===== config.mk =====
export PLATFORM = sky130hd
export DESIGN_NAME = road_scroll_ctrl
export DESIGN_NICKNAME = d
export VERILOG_FILES = /design/src/rtl/road_pkg.sv /design/src/rtl/road_tick_div.sv /design/src/rtl/road_scroll_ctrl.sv
export SDC_FILE = /design/constraint.sdc
export NUM_CORES = 1
export LEC_CHECK = 0
export CAP_MARGIN = 20
export CORE_UTILIZATION = 50
export DETAILED_ROUTE_END_ITERATION = 7
export GPL_TIMING_DRIVEN = 0
export PLACE_DENSITY_LB_ADDON = 0.25
export SLEW_MARGIN = 10
export SYNTH_ARGS = -nofsm -noshare
export SYNTH_HDL_FRONTEND = slang
export SYNTH_SLANG_ARGS = --single-unit

===== constraint.sdc =====
create_clock -name clk -period 4.31 [get_ports clk]
set_input_delay 0.6465 -clock clk [delete_from_list [all_inputs] [get_ports clk]]
set_output_delay 0.6465 -clock clk [all_outputs]
set_load 0.03 [all_outputs]

===== src/rtl/road_pkg.sv =====
// Shared types and widths for the road-marking scroll controller.
`default_nettype none

package road_pkg;

  typedef enum logic [1:0] {
    ST_STOPPED = 2'd0,
    ST_ACCEL   = 2'd1,
    ST_CRUISE  = 2'd2,
    ST_BRAKE   = 2'd3
  } road_state_e;

  localparam int POS_W  = 11;
  localparam int FRAC_W = 2;
  localparam int SPD_W  = 4;
  localparam int Y_W    = 9;

endpackage

`default_nettype wire


===== src/rtl/road_tick_div.sv =====
// Modulo-N counter with enable and clear; wrap_o is a strobe for the enabled cycle at N-1.
`default_nettype none

module road_tick_div #(
  parameter int N = 4
) (
  input  logic clk,
  input  logic rst,
  input  logic en_i,
  input  logic clr_i,
  output logic wrap_o
);

  localparam int CW = (N > 1) ? $clog2(N) : 1;
  localparam logic [CW-1:0] LAST = CW'(N - 1);

  logic [CW-1:0] cnt_q, cnt_d;

  assign wrap_o = en_i && (cnt_q == LAST);

  // Clear wins over enable so a state change always restarts the count.
  always_comb begin
    cnt_d = cnt_q;
    if (clr_i) begin
      cnt_d = '0;
    end else if (en_i) begin
      cnt_d = (cnt_q == LAST) ? '0 : cnt_q + 1'b1;
    end
  end

  always_ff @(posedge clk) begin
    if (rst) begin
      cnt_q <= '0;
    end else begin
      cnt_q <= cnt_d;
    end
  end

endmodule

`default_nettype wire


===== src/rtl/road_scroll_ctrl.sv =====
// Per-frame road scroll controller: sub-pixel position, speed ramp FSM and sprite animation index.
`default_nettype none

module road_scroll_ctrl
  import road_pkg::*;
#(
  parameter int SPR_COUNT = 4,
  parameter int RAMP_DIV  = 4,
  parameter int ANIM_DIV  = 8,
  parameter int MAX_SPEED = 12
) (
  input  logic             clk,
  input  logic             rst,
  input  logic             frame_tick,
  input  logic             run,
  input  logic [SPD_W-1:0] target_speed,
  output logic [Y_W-1:0]   Y,
  output logic [8:0]       sprite_number,
  output logic [SPD_W-1:0] speed,
  output logic             moving
);

  localparam logic [SPD_W-1:0] MAX_SPD  = SPD_W'(MAX_SPEED);
  localparam logic [8:0]       SPR_LAST = 9'(SPR_COUNT - 1);

  road_state_e      state_q, state_d;
  logic [POS_W-1:0] pos_q;
  logic [SPD_W-1:0] speed_q, speed_next, tgt;
  logic [8:0]       sprite_q;
  logic             moving_q;
  logic             ramp_active, ramp_en, ramp_clr, ramp_wrap;
  logic             anim_en, anim_wrap;

  assign tgt         = (target_speed > MAX_SPD) ? MAX_SPD : target_speed;
  assign ramp_active = (state_q == ST_ACCEL) || (state_q == ST_BRAKE);
  assign ramp_en     = frame_tick && ramp_active;
  assign ramp_clr    = frame_tick && (!ramp_active || (state_d != state_q));
  assign anim_en     = frame_tick && (speed_q != '0);

  road_tick_div #(.N(RAMP_DIV)) u_ramp_div (
    .clk    (clk),
    .rst    (rst),
    .en_i   (ramp_en),
    .clr_i  (ramp_clr),
    .wrap_o (ramp_wrap)
  );

  road_tick_div #(.N(ANIM_DIV)) u_anim_div (
    .clk    (clk),
    .rst    (rst),
    .en_i   (anim_en),
    .clr_i  (1'b0),
    .wrap_o (anim_wrap)
  );

  always_comb begin
    speed_next = speed_q;
    if (ramp_wrap) begin
      if (state_q == ST_ACCEL && speed_q < tgt) begin
        speed_next = speed_q + 1'b1;
      end else if (state_q == ST_BRAKE && speed_q != '0) begin
        speed_next = speed_q - 1'b1;
      end
    end
  end

  always_comb begin
    state_d = state_q;
    unique case (state_q)
      ST_STOPPED: begin
        if (run && tgt != '0) state_d = ST_ACCEL;
      end
      ST_ACCEL: begin
        if (!run || tgt < speed_next)  state_d = ST_BRAKE;
        else if (tgt == speed_next)    state_d = ST_CRUISE;
      end
      ST_CRUISE: begin
        if (!run || tgt < speed_next)  state_d = ST_BRAKE;
        else if (tgt > speed_next)     state_d = ST_ACCEL;
      end
      ST_BRAKE: begin
        if (speed_next == '0 && (!run || tgt == '0))           state_d = ST_STOPPED;
        else if (run && tgt > speed_next)                        state_d = ST_ACCEL;
        else if (run && tgt == speed_next && speed_next != '0)   state_d = ST_CRUISE;
      end
      default: state_d = ST_STOPPED;
    endcase
  end

  // Everything advances only on a frame tick so a frame never sees mixed offsets.
  always_ff @(posedge clk) begin
    if (rst) begin
      state_q  <= ST_STOPPED;
      pos_q    <= '0;
      speed_q  <= '0;
      sprite_q <= '0;
      moving_q <= 1'b0;
    end else if (frame_tick) begin
      state_q  <= state_d;
      pos_q    <= pos_q + {{(POS_W-SPD_W){1'b0}}, speed_q};
      speed_q  <= speed_next;
      moving_q <= (speed_next != '0);
      if (anim_wrap) begin
        sprite_q <= (sprite_q == SPR_LAST) ? '0 : sprite_q + 9'd1;
      end
    end
  end

  assign Y             = pos_q[POS_W-1:FRAC_W];
  assign sprite_number = sprite_q;
  assign speed         = speed_q;
  assign moving        = moving_q;

endmodule

`default_nettype wire


Word level (Yosys, flattened, before mapping)
Cells that the tools add are included.
- flip-flop bits (word level): 32
- input bits: 8
- output and inout bits: 23
- word-level logic and storage cells: 67
- $add $sub $neg: 6
- magnitude comparators: 4
- eq/ne operators: 8
- muxes and demuxes: 16
- reduce and logical (&&, ||, !) cells: 26
- operators with widths (cell ; count):
    two-way mux 2 bit ; 9
    two-way mux 4 bit ; 4
    logical AND 1 bit ; 12
    nonzero test 4 bit ; 3
    adder 11 x 4 -> 11 bit ; 1
    adder 9 x 1 -> 9 bit (second input constant) ; 1
    == test 9 x 2 -> 1 bit (second input constant) ; 1
    two-way mux 9 bit ; 1
    logical NOT 4 bit ; 2
    less-than comparator 4 bit ; 2
    one-hot mux 2 bit (4 select lines) ; 1
    == test 2 bit (second input constant) ; 3
    adder 4 x 1 -> 4 bit (second input constant) ; 1
    == test 4 bit ; 1
    greater-than comparator 4 bit ; 1
    greater-than comparator 4 bit (second input constant) ; 1
    logical OR 1 bit ; 4
    subtractor 4 x 1 -> 4 bit (second input constant) ; 1
    adder 3 x 1 -> 3 bit (second input constant) ; 1
    == test 3 bit (second input constant) ; 1
    two-way mux 3 bit ; 1
    adder 2 x 1 -> 2 bit (second input constant) ; 1
    == test 2 x 1 -> 1 bit (second input constant) ; 1
    logical NOT 1 bit ; 2
    other kinds (4) ; 4

Logic depth before layout (Yosys ltp)
Gate-level depths: netlist of the first run.
- word-level depth: 17
- gate-level depth with buffers: 17
- depth with buffers taken out: 17

By module
From an unflattened synthesis of the first run, not the netlist that was laid out.
- cells, all modules: 257
- area, all modules: 2165.8 um2
- by module, submodules not included (module ; instances ; cells an instance ; area an instance (um2) ; sequential area each (um2)):
    road_scroll_ctrl ; 1 ; 235 ; 1915.6 ; 540.5
    road_tick_div at u_anim_div ; 1 ; 13 ; 148.9 ; 60.1
    road_tick_div at u_ramp_div ; 1 ; 9 ; 101.3 ; 40.0

Worst setup path after synthesis of the first run
OpenSTA, ideal clock, no wires.
- kind: input port to flip-flop
- start point: in target_speed[3]
- end point: reg u_ramp_div.cnt_q[1]
- library setup time: 59 ps
- arrival time: 3392 ps
- data required time: 4251 ps
- setup slack: 859 ps
- stages on the path: 16
- buffers on the path: 0
- path through: nand2_1 -> nand2_1 -> ha_1 -> nor3_1 -> o21ai_2 -> o211a_1 -> a2111oi_4 -> ha_1 -> nand4_1 -> nand2_1 -> a21oi_1 -> xnor2_1 -> nand4b_1 -> a21o_1 -> nor3_1 -> a22o_1
- word-level cells in the longest chain between the ends: 17
- elaborated cells between the ends (all ways): 33
- classes of those cells: 4 x order compare; 2 x eq/ne; 12 x mux; 15 x reduce/logical
- ends and longest elaborated chain (element ; RTL line ; source):
    start, declared ; road_scroll_ctrl.sv:16 ; input logic [SPD_W-1:0] target_speed,
    greater-than comparator 4 bit ; road_scroll_ctrl.sv:34 ; assign tgt = (target_speed > MAX_SPD) ? MAX_SPD : target_speed;
    two-way mux 4 bit (*) ; road_scroll_ctrl.sv:34 ;
    less-than comparator 4 bit ; road_scroll_ctrl.sv:59 ; if (state_q == ST_ACCEL && speed_q < tgt) begin
    logical AND 1 bit ; road_scroll_ctrl.sv:59 ;
    two-way mux 4 bit ; road_scroll_ctrl.sv:59 ;
    two-way mux 4 bit ; road_scroll_ctrl.sv:58 ; if (ramp_wrap) begin
    == test 4 bit ; road_scroll_ctrl.sv:75, road_scroll_ctrl.sv:84 ;
    logical AND 1 bit (2 in series) ; road_scroll_ctrl.sv:84 ; else if (run && tgt == speed_next && speed_next != '0) state_d = ST_CRUISE;
    two-way mux 2 bit ; road_scroll_ctrl.sv:84 ;
    two-way mux 2 bit ; road_scroll_ctrl.sv:83 ; else if (run && tgt > speed_next) state_d = ST_ACCEL;
    two-way mux 2 bit ; road_scroll_ctrl.sv:82 ; if (speed_next == '0 && (!run || tgt == '0)) state_d = ST_STOPPED;
    one-hot mux 2 bit (4 select lines) (*) ; road_scroll_ctrl.sv:69 ; unique case (state_q)
    inequality test 2 bit (*) ; road_scroll_ctrl.sv:37 ; assign ramp_clr = frame_tick && (!ramp_active || (state_d != state_q));
    logical OR 1 bit (*) ; road_scroll_ctrl.sv:37 ;
    logical AND 1 bit (*) ; road_scroll_ctrl.sv:37 ;
    OR reduction 2 bit (no line) (*) ; -- ;
    end signal, assigned ; road_tick_div.sv:35 ; cnt_q <= cnt_d;
    end, declared ; road_tick_div.sv:17 ; logic [CW-1:0] cnt_q, cnt_d;
Every way passes the cells marked *; elsewhere a longest branch is shown, timed or not.
A chain may end at the register's enable or synchronous reset.

Worst setup path after layout of the first run
Ends and elaborated chain as after synthesis.

==> summary.md, run 1 <==
| Metric | Value |
|---|---|
| Routed WL | `4.22 mm` |
| Synth top area cells | `dfxtp_1 (31%), ha_1 (10%), nor2_1 (5.5%), xor2_1 (4.3%), nand2_1 (4.0%)` |
| # rows | `22` |
| Fin crit share | `between 90 and 100%` |
| Vias in the first global route | `around 1.6k` |
| Final Power | `just under 0.0006 W` |
| Leakage | `roughly 1.1 nW` |
| Die W | `66.1 µm` |
| Slew HR | `46.6%` |
| DIE AREA | `approximately 4400 µm²` |
| Max Freq | `250 MHz` |
| Area of the multi-input gates | `~1300 µm²` |
| Die Ht | `approximately 66 µm` |
| Max clock buf depth | `2` |
| Post-synth top area share | `31.1%` |
| Critical Path RT | `roughly 4.5 ns` |
| Crit path cell chain | `clkdlybuf4s50_1 > nand2_1 > nand2_1 > ha_1 > nor3_1 > o21ai_2 > o211a_1 > a2111oi_4 > ha_1 > nand4_1 > nand2_1 > a21oi_2 > xnor2_1 > nand4b_1 > a21o_1 > nor3_2 > a22o_1` |
| Worst flop-to-flop path endpoint | `u_ramp_div.cnt_q[1]$_SDFFE_PP0P_` |
| Post-synth ARST share | `0%` |
| Final hold violations | `0` |
| Layout cells sized above 1 | `a little under a tenth` |
| Placed Cells | `approximately 320` |
| Setup crit end kind | `flip-flop` |
| Clock sink count | `32` |
| Initial antenna violation count | `0` |
| Worst hold stages | `1` |
| Syn. warnings | `0` |
| Max IR drop VDD | `approximately 200 µV` |
| Min Tclk post-route | `between 3 and 4 ns` |
| Avg Cell Area, Syn | `roughly 8.5 µm²` |
| Status | `finished, final reports clean` |
| Via/cell ratio | `between 5 and 6` |
| Dpl hpwl | `slightly above 3 mm` |
| RSZ-0062 raised after global routing | `false` |
| Crit path top cell by count | `nand2_1` |
| Layout Nets | `303` |
| CTS tree | `yes` |
| Cell Count, Final, Fillers Out | `roughly 330` |
| TritonCTS Buffers | `5` |
| Pin count of the biggest net entering global routing | `11` |
| Critical path class | `in2reg` |
| Total core area | `3800 µm²` |
| GRT busiest layer | `met2` |
| Synth Cell Area | `between 2000 and 2500 µm²` |
| Skew final | `~0.0048 ns` |
| Register bit total from synthesis | `32` |
| Startpoint types | `primary input` |
| Syn Inst Count | `around 240` |
| Data arrival time of the worst path | `between 4 and 5 ns` |
| R2R Setup Slk | `~0.84 ns` |
| Most common cell after layout, fill and taps aside | `dfxtp_1` |
| Main synth FF type | `dfxtp_1` |
| Final Core Density | `about two thirds` |
| Clk slew on worst S/H paths | `around 0.060 ns` |
| Gpl congestion | `0.850` |
| Met2 Use GR | `approximately a third` |
| Hold worst-path end | `u_ramp_div.cnt_q[1]$_SDFFE_PP0P_` |
| Area growth syn-to-layout | `21.8%` |
| Post-route DRC violation count | `0` |
| Most frequent cells in the layout | `dfxtp_1 (32), nor2_1 (30), clkdlybuf4s50_1 (29)` |
| # Max-Cap Violations | `0` |
| Worst-path fanout max | `4` |
| Crit path max-delay cell type | `clkdlybuf4s50_1` |
| Hold crit path type | `reg2reg` |
| Setup violators final | `0` |
| R2R depth | `15` |
| Seq/Total Area, Yosys | `31.1%` |
| Global-route wire length before repair | `between 6 and 7 mm` |
| N_diodes | `0` |
| Max incr delay on CP | `0.54 ns` |
| IO Pins | `31` |
| Cell variety after synth | `between 50 and 60` |
| Hold Path Origin | `u_ramp_div.cnt_q[1]$_SDFFE_PP0P_` |
| Final antenna-violating net count | `0` |
| FILL cells | `approximately 360` |
| M3 GR Usage | `5.34%` |
| Hold Slack | `around 0.5 ns` |
| Latest clock arrival within the worst-skew pair | `approximately 0.28 ns` |
| PD cells | `between 200 and 250 nW/µm²` |
| Iteration-0 DRC Markers | `77` |
| WL per Instance | `12.9 µm` |
| Sequential Area | `641 µm²` |
| Number of synthesized flops with an enable pin | `0` |
| Largest area contributor in the netlist | `dfxtp_1` |
| Pre-CTS setup slack | `-0.158 ns` |
| GRT Total Usage | `21.1%` |
| H-tree depth | `2` |
| CTS root buf | `clkbuf_8` |
| Port buffer count | `29` |
| Slew at the pin closest to its max-slew limit | `~0.79 ns` |
| Final worst slack | `roughly 0.31 ns` |
| Post-CTS Setup Bufs | `0` |
| Drt first pass iters | `4` |
| Syn_nets | `~270` |
| RR Startpoint | `speed[1]$_SDFFE_PP0P_` |
| Grt total ovfl | `0` |
| Routed vias | `between 1.5k and 2k` |
| Initial Utilization | `a little over half` |
| Slew Limit Fails | `0` |
| GR met1 Demand/Resource | `between 20% and 30%` |
==> logic make-up after synthesis <==
| kind of cell | Yosys count | share of synthesized area (%) |
|---|---|---|
| flip-flops | 32 | 31.1 |
| XOR/XNOR | 15 | 6.39 |
| buffers and inverters | 30 | 7.66 |
| AND/OR/NAND/NOR | 96 | 23.8 |
| AO/OA/AOI/OAI | 43 | 16.3 |
| adder cells (fa/ha/maj) | 18 | 11.3 |
| multiplexers | 7 | 3.41 |
==> timing repair <==
action | in CTS | in global routing
resized for setup | 0 | 2
endpoints found under the setup margin | 0 | 2
endpoints found under the hold margin | 0 | 0
hold buffers | 0 | 0
==> cell usage after synthesis (all sizes together), types with 2 or more instances <==
master and number:
xor2 10, clkbuf 7, ha 17, o21ai 5, o31ai 2, o211a 3
nand4 5, and3 6, o21a 2, o211ai 2, nor3b 2, nor2b 3
a22o 2, nand3 8, xnor2 5, inv 12, dfxtp 32, nor2 30
mux2i 7, a21oi 12, buf 11, nor3 6, a21o 2, or3 2
nor4 2, and2 2, nand2 22, a211oi 3
==> flip-flops by register name (all words and copies together), names as in the netlist <==
register	cells
u_anim_div.cnt_q	3
speed	4
u_ramp_div.cnt_q	2
pos_q	11
state_q	2
sprite_number	9
moving	1
==> through the flow <==
step	setup TNS [ns]	cell area, µm²
floorplan	0	2060
global placement	-0.317	2410
detailed placement	-0.315	2410
CTS	0	2500
global route	0	2510
finish	0	2510
==> worst max-delay path, delay by kind of cell <==
family | cells | cell delay [ns]
adder cells (fa/ha/maj) | 2 | 0.58
XOR/XNOR | 1 | 0.14
AO/OA/AOI/OAI | 6 | 1.34
AND/OR/NAND/NOR | 7 | 0.99
buffers and inverters | 1 | 0.54
==> metal layers <==
layer | up-vias | routed length (µm)
li1 | 926 | -
met1 | 816 | 2100
met2 | 38 | 1890
met3 | 5 | 184
met4 | 0 | 46
met5 | - | 0
==> final cells by class <==
| class | instances | area share (%) |
|---|---|---|
| clock buffer | 8 | 3.59 |
| sequential | 32 | 25.6 |
| timing repair buffer | 29 | 11.6 |
| multi-input combinational | 179 | 50.6 |
| inverter | 12 | 1.80 |
| tap | 48 | 2.40 |
| buffer | 18 | 4.49 |
==> worst max path at each step <==
stage / cells after the start / start / slack [ns] / to
detailed placement: 17 / target_speed[3] / -0.16 / u_ramp_div.cnt_q[0]$_SDFFE_PP0P_
global route: 17 / target_speed[3] / 0.003 / u_ramp_div.cnt_q[1]$_SDFFE_PP0P_
CTS: 17 / target_speed[3] / 0.13 / u_ramp_div.cnt_q[0]$_SDFFE_PP0P_
global placement: 17 / target_speed[3] / -0.16 / u_ramp_div.cnt_q[1]$_SDFFE_PP0P_
floorplan: 16 / target_speed[3] / 0.86 / u_ramp_div.cnt_q[1]$_SDFFE_PP0P_
finish: 17 / target_speed[3] / 0.31 / u_ramp_div.cnt_q[1]$_SDFFE_PP0P_
==> power by group <==
| part | internal [W] | switching [W] | leakage, nW |
|---|---|---|---|
| clock | 0.000130 | 0.000102 | 0.0455 |
| combinational | 0.0000229 | 0.0000321 | 0.783 |
| sequential | 0.000298 | 0.00000151 | 0.258 |
Note: power is estimated with default switching activity, not from simulation.
==> run 2, diff against run 1 <==
==> constraint.sdc (replaced) <==
create_clock -name clk -period 4.2 [get_ports clk]
set_input_delay 0.63 -clock clk [delete_from_list [all_inputs] [get_ports clk]]
set_output_delay 0.63 -clock clk [all_outputs]
set_load 0.03 [all_outputs]
==> summary.md, run 2 (synthesis results as in run 1) <==
| Metric | Value |
|---|---|
| Status | `finished, final reports clean` |
| Post-CTS Hold Fix Bufs | `0 (unchanged)` |
| Global-route wire length before repair | `7.00 mm (unchanged)` |
| Max FFs per register | `11 (unchanged)` |
| Startpoint types | `primary input` |
| # rows | `22 (unchanged)` |
| CTS tree | `yes` |
| Routed vias | `1,777 (-0.45%)` |
| Crit path max-delay cell type | `clkdlybuf4s50_1` |
| Final antenna-violating net count | `0 (unchanged)` |
| Clock sink count | `32 (unchanged)` |
| Max Freq | `253 MHz` |
| Skew final | `0.00526 ns (+0.000476 ns)` |
| Sequential Area | `641 µm² (unchanged)` |
| N_diodes | `0 (unchanged)` |
| H-tree depth | `2 (unchanged)` |
| Setup crit end kind | `flip-flop` |
| Final Core Density | `66.3% (+0.33 points)` |
| Final worst slack | `0.250 ns (-0.0615 ns)` |
| DIE AREA | `4370 µm² (unchanged)` |
| Leakage | `1.08 nW (-0.45%)` |
| Critical Path RT | `4.43 ns (-0.11 ns)` |
| TritonCTS Buffers | `5 (unchanged)` |
| Final Power | `0.000603 W (+2.8%)` |
| Port buffer count | `29 (unchanged)` |
| Worst-path fanout max | `4 (unchanged)` |
| IO Pins | `31 (unchanged)` |
| FILL cells | `351 (-2.0%)` |
| Max IR drop VDD | `206 µV (+3.2%)` |
| RSZ-0062 raised after global routing | `false` |
| Initial Utilization | `54.2% (unchanged)` |
| Pin count of the biggest net entering global routing | `11 (unchanged)` |
| Area of the multi-input gates | `1280 µm² (+0.99%)` |
| Total core area | `3800 µm² (unchanged)` |
| Die W | `66.1 µm (unchanged)` |
| Gpl congestion | `0.850 (unchanged)` |
| Hold Slack | `0.490 ns (-0.00109 ns)` |
| # Max-Cap Violations | `0 (unchanged)` |
| Final hold violations | `0 (unchanged)` |
| Post-CTS Setup Bufs | `0 (unchanged)` |
| Slew at the pin closest to its max-slew limit | `0.772 ns (-0.0180 ns)` |
| Pre-CTS setup slack | `-0.252 ns (-0.0935 ns)` |
| Layout Nets | `303 (unchanged)` |
| Largest Register | `pos_q` |
| GRT Total Usage | `21.1% (unchanged)` |
| Crit path from | `target_speed[3]` |
| PD cells | `240 nW/µm² (+2.3%)` |
| Initial antenna violation count | `0 (unchanged)` |
| Slew Limit Fails | `0 (unchanged)` |
| Hold Path Origin | `u_ramp_div.cnt_q[1]$_SDFFE_PP0P_` |
| Area growth syn-to-layout | `22.4%` |
| Comb pwr share | `9.4% (about the same)` |
| Critical path class | `in2reg` |
| Worst path bufs/invs | `1 (unchanged)` |
| Switching pwr | `0.000140 W (+3.2%)` |
| CTS root buf | `clkbuf_8` |
| Slew HR | `47.9% (+1.2 points)` |
| Power Internal | `0.000463 W (+2.7%)` |
| Post-route DRC violation count | `0 (unchanged)` |
| Routed WL | `4.18 mm (-1.0%)` |
| Latest clock arrival within the worst-skew pair | `0.28 ns (about the same)` |
| Data arrival time of the worst path | `4.18 ns (-0.05 ns)` |
| Vias in the first global route | `1,615 (unchanged)` |
| Layout cells sized above 1 | `9.71% (+0.36 points)` |
| Sw Share | `23.2% (+0.097 points)` |
| Register share of total power | `51.0% (about the same)` |
| Hold crit path type | `reg2reg` |
| Setup violators final | `0 (unchanged)` |
| Clk slew on worst S/H paths | `0.06 ns (about the same)` |
| Setup TNS | `0 ns (unchanged)` |
| Min Tclk post-route | `3.95 ns` |
| Max incr delay on CP | `0.54 ns (about the same)` |
| Fin crit share | `between 90 and 100%` |
| Delay-heaviest family, CP | `compound AO/OA/AOI/OAI gates` |
| Die Ht | `66.1 µm (unchanged)` |
| Drt first pass iters | `6 (+2)` |
| Most frequent cells in the layout | `dfxtp_1 (32), nor2_1 (30), clkdlybuf4s50_1 (29)` |
| WL per Instance | `12.8 µm (-1.0%)` |
| Grt total ovfl | `0 (unchanged)` |
| Via/cell ratio | `5.45 (-0.45%)` |
| Clock share of power | `39.6% (about the same)` |
| Iteration-0 DRC Markers | `83 (+7.8%)` |
| Most common cell after layout, fill and taps aside | `dfxtp_1` |
| Crit path cell chain | `clkdlybuf4s50_1 > nand2_1 > nand2_1 > ha_1 > nor3_1 > o21ai_2 > o211a_1 > a2111oi_4 > ha_1 > nand4_1 > nand2_1 > a21oi_2 > xnor2_1 > nand4b_1 > a21o_1 > nor3_4 > a22o_1` |
| Crit path top cell by count | `nand2_1` |
| Max clock buf depth | `2 (unchanged)` |
| Dpl hpwl | `3.10 mm (unchanged)` |
| RR Startpoint | `speed[0]$_SDFFE_PP0P_` |
==> run 2: final timing paths <==
kind                                       to  slack (ns)  cells after the start
min          u_ramp_div.cnt_q[1]$_SDFFE_PP0P_        0.49                      1
max reg2reg  u_ramp_div.cnt_q[0]$_SDFFE_PP0P_        0.79                     15
max          u_ramp_div.cnt_q[0]$_SDFFE_PP0P_        0.25                     17
min reg2reg  u_ramp_div.cnt_q[1]$_SDFFE_PP0P_        0.49                      1
==> run 2: timing repair <==
item,CTS,global route
endpoints found under the setup margin,0,2
endpoints found under the hold margin,0,0
resized for setup,0,4
==> run 2: power groups by stage <==
stage / logic [W] / registers (W) / clock network [W]
final: 0.0000570 / 0.000308 / 0.000239
after global routing: 0.0000625 / 0.000308 / 0.000260
after CTS: 0.0000552 / 0.000308 / 0.000244
after detailed placement: 0.0000549 / 0.000314 / 0
after global placement: 0.0000541 / 0.000314 / 0
after floorplan: 0.0000372 / 0.000315 / 0
==> run 2: cell type report <==
type | instances | area share (%)
clock buffers | 8 | 3.58
plain buffers | 18 | 4.47
well taps | 48 | 2.38
flip-flops and latches | 32 | 25.4
inverters | 12 | 1.79
multi-input cells | 179 | 50.8
repair buffers | 29 | 11.5
==> run 2: per-stage QoR <==
step	cell area, µm²	instances
6_report	2520	326
5_1_grt	2520	326
4_1_cts	2500	326
3_5_place_dp	2410	318
3_3_place_gp	2410	318
2_1_floorplan	2060	241
==> run 2: per-layer routing <==
| metal | vias up | part of all wire (%) | track usage (%) |
|---|---|---|---|
| met2 | 41 | 45 | 33.3 |
| met5 | - | 0 | 0 |
| met4 | 0 | 0.41 | 8.24 |
| met1 | 812 | 48 | 27.5 |
| li1 | 922 | - | - |
| met3 | 2 | 5.9 | 5.34 |
